$ cat config.mk
export PLATFORM = sky130hd
export DESIGN_NAME = btn_counter
export DESIGN_NICKNAME = d
export VERILOG_FILES = /design/src/rtl/btn_counter_pkg.sv /design/src/rtl/btn_debounce.sv /design/src/rtl/btn_counter.sv
export SDC_FILE = /design/constraint.sdc
export NUM_CORES = 1
export LEC_CHECK = 0
export BUFFER_PORTS_ARGS = -buffer_cell sky130_fd_sc_hd__buf_2
export CORE_UTILIZATION = 64
export CTS_BUF_LIST = sky130_fd_sc_hd__clkbuf_2 sky130_fd_sc_hd__clkbuf_4 sky130_fd_sc_hd__clkbuf_8
export CTS_CLUSTER_DIAMETER = 80
export DETAILED_ROUTE_END_ITERATION = 8
export PLACE_DENSITY_LB_ADDON = 0.3
export SLEW_MARGIN = 20
export SYNTH_ARGS = -nofsm -noshare
export SYNTH_HDL_FRONTEND = slang
export SYNTH_SLANG_ARGS = --single-unit
$ cat constraint.sdc
create_clock -name clk -period 4 [get_ports clk]
set_input_delay 1.2 -clock clk [delete_from_list [all_inputs] [get_ports clk]]
set_output_delay 1.2 -clock clk [all_outputs]
set_load 0.01 [all_outputs]
$ cat src/rtl/btn_counter_pkg.sv
// Shared constants for the button counter: display range and the clock rate
// from which the default debounce window is derived.
package btn_counter_pkg;

   localparam int CLK_HZ          = 125_000_000;
   // 10 ms debounce window at the system clock rate
   localparam int DEF_DB_CYCLES   = CLK_HZ / 100;

   localparam logic signed [7:0] DEF_COUNT_MIN = -8'sd9;
   localparam logic signed [7:0] DEF_COUNT_MAX = 8'sd99;

   localparam int BTN_INC = 0;
   localparam int BTN_DEC = 1;
   localparam int BTN_CLR = 2;
   localparam int NUM_BTN = 3;

endpackage

$ cat src/rtl/btn_debounce.sv
// One push-button front end: 2-flop synchroniser, debounce counter and a
// rising-edge detector producing a single-cycle press pulse.
module btn_debounce #(
   parameter int DB_CYCLES = 1250000
) (
   input  logic clk,
   input  logic reset,
   input  logic btn_in,
   output logic press
);

   localparam int CW = (DB_CYCLES > 1) ? $clog2(DB_CYCLES) : 1;
   localparam logic [CW-1:0] CNT_LAST = CW'(DB_CYCLES - 1);

   logic [1:0]    sync_q, sync_d;
   logic [CW-1:0] cnt_q, cnt_d;
   logic          db_q, db_d;
   logic          db_prev_q, db_prev_d;

   always_comb begin
      sync_d    = {sync_q[0], btn_in};
      db_d      = db_q;
      cnt_d     = '0;
      db_prev_d = db_q;
      // Level flips only after DB_CYCLES consecutive disagreeing samples
      if (sync_q[1] != db_q) begin
         if (cnt_q == CNT_LAST) db_d = sync_q[1];
         else                   cnt_d = cnt_q + 1'b1;
      end
   end

   always_ff @(posedge clk or posedge reset) begin
      if (reset) begin
         sync_q    <= '0;
         cnt_q     <= '0;
         db_q      <= 1'b0;
         db_prev_q <= 1'b0;
      end else begin
         sync_q    <= sync_d;
         cnt_q     <= cnt_d;
         db_q      <= db_d;
         db_prev_q <= db_prev_d;
      end
   end

   assign press = db_q & ~db_prev_q;

endmodule

$ cat src/rtl/btn_counter.sv
// Saturating signed counter driven by debounced inc/dec/clear button presses;
// feeds the seven-segment driver input.
module btn_counter
   import btn_counter_pkg::*;
#(
   parameter int                DB_CYCLES = DEF_DB_CYCLES,
   parameter logic signed [7:0] COUNT_MIN = DEF_COUNT_MIN,
   parameter logic signed [7:0] COUNT_MAX = DEF_COUNT_MAX
) (
   input  logic       clk,
   input  logic       reset,
   input  logic       inc_btn,
   input  logic       dec_btn,
   input  logic       clr_btn,
   output logic [7:0] count,
   output logic       changed
);

   logic [NUM_BTN-1:0] btn_raw;
   logic [NUM_BTN-1:0] press;
   logic               inc_press, dec_press, clr_press;

   logic signed [7:0]  count_q, count_d;
   logic               changed_q, changed_d;

   always_comb begin
      btn_raw          = '0;
      btn_raw[BTN_INC] = inc_btn;
      btn_raw[BTN_DEC] = dec_btn;
      btn_raw[BTN_CLR] = clr_btn;
   end

   btn_debounce #(.DB_CYCLES(DB_CYCLES)) u_db [NUM_BTN-1:0] (
      .clk    (clk),
      .reset  (reset),
      .btn_in (btn_raw),
      .press  (press)
   );

   assign inc_press = press[BTN_INC];
   assign dec_press = press[BTN_DEC];
   assign clr_press = press[BTN_CLR];

   always_comb begin
      count_d = count_q;
      // Clear wins; opposing inc+dec in the same cycle cancel out
      if (clr_press) begin
         count_d = '0;
      end else if (inc_press && !dec_press) begin
         if (count_q < COUNT_MAX) count_d = count_q + 8'sd1;
      end else if (dec_press && !inc_press) begin
         if (count_q > COUNT_MIN) count_d = count_q - 8'sd1;
      end
      changed_d = (count_d != count_q);
   end

   always_ff @(posedge clk or posedge reset) begin
      if (reset) begin
         count_q   <= '0;
         changed_q <= 1'b0;
      end else begin
         count_q   <= count_d;
         changed_q <= changed_d;
      end
   end

   assign count   = count_q;
   assign changed = changed_q;

endmodule

Word-level counts from Yosys, hierarchy flattened. Cells that the tools add are included.

$add $sub $neg: 5. Reduce and logical (&&, ||, !) cells: 7. Eq/ne operators: 7. Bitwise gates (word level): 6. Multiplexer cells: 11. Magnitude comparators: 2.

Operators by type and width (number): 21-bit two-way mux (6); 21-bit by 1-bit adder with 21-bit output (second input constant) (3); 21-bit == test (second input constant) (3); 8-bit two-way mux (5); 8-bit by 2-bit adder with 8-bit output (second input constant) (1); 8-bit by 5-bit greater-than comparator with 1-bit output (second input constant) (1); 8-bit less-than comparator (second input constant) (1); 8-bit != test (1); 8-bit by 2-bit subtractor with 8-bit output (second input constant) (1); 2-bit AND reduction (3); 1-bit AND (3); 1-bit != test (3); 1-bit NOT (3); 1-bit logical AND (2); 1-bit zero test (2).

Input bits: 5. Bits in registers: 84. Word-level logic and storage cells: 52.

Longest topological paths before layout.
Word-level depth: 8. Mapped depth: 6. Gate-level depth less buffers: 5.

By module. A second synthesis with hierarchy kept.

Cells, all modules: 438. Area, all modules: 4307.9 um2.

By module, submodules not included: btn_debounce (sequential area each 625.6 um2, times used 3, area an instance 1188.6 um2, cells an instance 118); btn_counter (sequential area each 225.2 um2, times used 1, area an instance 742.0 um2, cells an instance 84).

Least setup slack after synthesis. OpenSTA, ideal clock, no wires.

Path type: reg-to-reg. Start: reg u_db[0].cnt_q[14]. End: reg u_db[0].db_q. Cell stages (with the launch flop): 5. Slack: 1947 ps. Data required time: 3875 ps. Period minus slack after synthesis: 2053 ps. Path buffers: 0. Arrival: 1928 ps. Cell sequence: dfrtp_1 > or4b_1 > or4_4 > or2_4 > mux2_4.

Longest elaborated chain between the ends: 2.

RTL lines: start, declared (line btn_debounce.sv:16) `logic [CW-1:0] cnt_q, cnt_d;`; start signal, assigned (line btn_debounce.sv:40) `cnt_q <= cnt_d;`; 21-bit == test (line btn_debounce.sv:27) `if (cnt_q == CNT_LAST) db_d = sync_q[1];`; 2-bit AND reduction (no line); end signal, assigned (line btn_debounce.sv:36) `db_q <= 1'b0;`; end signal, assigned (line btn_debounce.sv:41) `db_q <= db_d;`; end, declared (line btn_debounce.sv:17) `logic db_q, db_d;`.

No other way between the ends. A chain may end at the register's enable or synchronous reset.

Worst setup path in the final report.
Start: reg count_q[0] (netlist: count[0]). End: out count[0].

RTL lines: start, declared (line btn_counter.sv:23) `logic signed [7:0] count_q, count_d;`; start signal, assigned (line btn_counter.sv:62) `count_q <= count_d;`; end, declared (line btn_counter.sv:15) `output logic [7:0] count,`.

No word-level cell between the ends.

==> out/qor_table.md <==
| Parameter | Reported |
|:---|:---|
| Number of synthesized register bits | 84 |
| Starting Density | 0.662 |
| Fin Clk Skew | 0.00847 ns |
| Crit-path max cell delay | 0.54 ns |
| Reported max-cap violation count | 0 |
| Final-layout fill cell count | 450 |
| Main synth FF type | dfrtp_1 |
| HPWL after detailed placement | 5.38 mm |
| Setup slack of the critical path after layout | 1.71 ns |
| Yosys top cell area share | 0.500 |
| Number of nets in the synthesized netlist | 440 |
| Core Region | 6350 sq um |
| Share of layout cells above drive strength 1 | 0.0964 |
| RSZ-0062 raised after global routing | false |
| Critical path arrival | 1.09 ns |
| Worst Max-Slew Pin Slew | 0.723 ns |
| Antenna Nets Post-Route | 0 |
| Routed via count divided by cell count | 6.33 |
| Cell-by-cell trace of the critical path | buf_2 |
| Outcome | completed |
| Mapped Cells | 430 |
| Wire length of the first global-routing pass | 14.2 mm |
| Maximum clock frequency | 437 MHz |
| Nets@finish | 451 |
| Number of antenna violations at the first check in global routing | 0 |
| Final core utilization | 0.713 |
| Post-synth cell types | 49 |
| Synth-to-Final Area Change | 7.71% |
| Clock network latency to the later pin of the worst-skew pair | 0.35 ns |
| Remaining max-slew budget at the tightest pin | 0.518 |
| Req. time, crit path | 2.80 ns |
| Clock transition at the registers of the reported paths | 0.08 ns |
| Critical path fanouts, max | 10 |
| Synth area leaders | dfrtp_1, xnor2_1, nor2_1 |
| Hold violation total from the final report | 0 |
| Post-CTS Resized | 0 |
| Largest net degree at the start of global routing | 63 |
| Number of detailed-route iterations in the first pass | 5 |
| GR Util All Layers | 0.253 |
| Synth warn | 0 |
| Clock buffers created by TritonCTS | 9 |
| Worst slack after detailed placement | 1.74 ns |
| Final-report max-slew violation count | 0 |
| Setup Crit Path Kind | register to primary output |
| Die W | 83.0 um |
| Final setup violating endpoints | 0 |
| Number of global-route vias before repair | 3116 |
| VDD IR-drop max | 0.000313 V |
| Maximum root-to-sink buffer count | 2 |
| Setup TNS | 0 ns |
| Number of placed I/O pins | 14 |
| Crit share post-route | 0.572 |
| Slowest stage cell, crit path | dfrtp_1 |
| Cell area after synthesis | 4200 sq um |
| Wire length after detailed routing | 8.00 mm |
| Die extent in y | 83.0 um |
| Number of hold buffers added after cts | 0 |
| Fraction of the yosys area taken by sequential cells | 0.500 |
| Vias after detailed routing | 3311 |
| Placer's final routability congestion estimate | 0.837 |
| Clock tree from TritonCTS | done |
| Full die area | 6890 sq um |
| # clock sinks | 84 |
| Post-layout total power | 1.53 mW |
| Largest delay contributor family on the critical path | flip-flops |
| Element type at the critical path start | register |
| Static leakage | 1.85 nW |
| Post-detailed-route DRC marker count | 0 |
| Crit path buffers/inverters | 1 |
| Average cell area after synthesis | 9.77 sq um |
| Tmin final | 2.29 ns |
| Total power divided by cell area | 338 nW/um^2 |
| Tightest Hold Check Type | register to register |
| Cell type with the highest aggregate area in the netlist | dfrtp_1 |
| Fraction of registers with async set or reset after synthesis | 1.00 |
| Clk root buf | clkbuf_8 |
| Grt total ovfl | 0 |
| Worst hold-check slack | 0.360 ns |
| Crit path capture type | primary output |
| First DRT Iteration DRCs | 182 |
| Number of flops mapped to enable cells by yosys | 0 |
| Count of port buffers added during placement | 13 |
| CTS H-tree depth | 3 |
| Average wire length per cell after detail routing | 15.3 um |
| Final antenna diode count | 0 |
| Row count | 29 |
| Post-CTS setup repair buffer count | 0 |
## final timing paths
kind / start / endpoint / slack (ns) / cells after the start
setup / recovery: count[0] / count[0] / 1.71 / 1
hold / removal: u_db[2].sync_q[0] / u_db[2].sync_q[1] / 0.36 / 0
setup reg to reg: u_db[0].cnt_q[0] / u_db[0].db_prev_d / 1.78 / 5
hold reg to reg: u_db[2].sync_q[0] / u_db[2].sync_q[1] / 0.36 / 0
max in group asynchronous: reset / u_db[0].cnt_q[2] / 2.33 / 3
min in group asynchronous: reset / count[2] / 0.98 / 2
## synth_stat cells (2+ instances only)
master / number
a31oi_1: 2
nor4b_1: 4
a21oi_1: 23
a31o_2: 2
o31ai_1: 7
and4_1: 5
nand2_1: 28
xor2_1: 10
o21ai_0: 15
a22oi_1: 2
nor2b_1: 3
nand4_1: 19
nand3_1: 16
nand2b_1: 5
mux2_2: 2
a21o_1: 2
mux2i_1: 5
nor4_1: 15
and3_1: 4
o211a_1: 2
a21boi_0: 2
clkbuf_1: 14
or3_1: 15
nor3_1: 12
inv_1: 15
xnor2_1: 29
o2111ai_1: 2
nor2_1: 50
dfrtp_1: 84
ha_1: 5
or4_1: 13
## area by class of cell
| cell class | instances | area [sq um] | area share |
|---|---|---|---|
| Sequential cell | 84 | 2100 | 0.464 |
| Multi-Input combinational cell | 316 | 1980 | 0.438 |
| Clock buffer | 11 | 145 | 0.0321 |
| Tap cell | 77 | 96.3 | 0.0213 |
| Timing Repair Buffer | 15 | 80.1 | 0.0177 |
| Clock inverter | 5 | 60.1 | 0.0133 |
| Inverter | 15 | 58.8 | 0.0130 |
## report_power, final
part	internal, mW	leakage (nW)	switching [mW]
combinational	0.0121	0.592	0.0322
clock	0.315	0.103	0.303
sequential	0.859	1.15	0.0104
total	1.19	1.85	0.345
## flip-flops by register name (all words and copies together), names as in the netlist
register,count
changed,1
u_db.sync_q,6
u_db.db_prev_q,3
count,8
u_db.cnt_q,63
u_db.db_prev_d,3
## per-stage QoR
stage / std cells / area [sq um]
floorplan: 430 / 4200
global route: 523 / 4530
finish: 523 / 4530
CTS: 523 / 4530
detailed placement: 507 / 4320
global placement: 507 / 4320
## worst reg2reg max path: cells and delay by family (launching register included)
family / cells / cell delay, ns
multiplexers: 1 / 0.29
adder cells (fa/ha/maj): 1 / 0.22
AND/OR/NAND/NOR: 3 / 1.18
flip-flops: 1 / 0.43
## routing by layer
layer	GRT usage	vias up	share of wire
met2	0.401	116	0.48
li1	-	1581	-
met1	0.341	1598	0.45
met3	0.0517	16	0.050
met4	0.110	0	0.018
met5	0	-	0
## cells by family (layout without fill, tap and decap cells)
| logic type | after synthesis | count (layout) | synth area share |
|---|---|---|---|
| xor+xnor | 39 | 39 | 0.0813 |
| fa+ha+maj | 5 | 5 | 0.0149 |
| buf+inv | 30 | 46 | 0.0277 |
| simple gates | 198 | 198 | 0.256 |
| mux | 8 | 8 | 0.0208 |
| flops | 84 | 84 | 0.500 |
| compound gates | 66 | 66 | 0.0994 |
## cell usage in the layout (no fill, tap or decap), drive strengths merged, types with 7 or more instances in the layout
| cell type | n |
|---|---|
| nand3 | 17 |
| o31ai | 7 |
| a21oi | 23 |
| xnor2 | 29 |
| nand2 | 28 |
| nand4 | 19 |
| xor2 | 10 |
| or3 | 15 |
| buf | 15 |
| inv | 16 |
| nor4 | 15 |
| dfrtp | 84 |
| nor2 | 50 |
| o21ai | 16 |
| nor3 | 12 |
| clkbuf | 11 |
| or4 | 14 |
(Power assumes the default switching activity.)
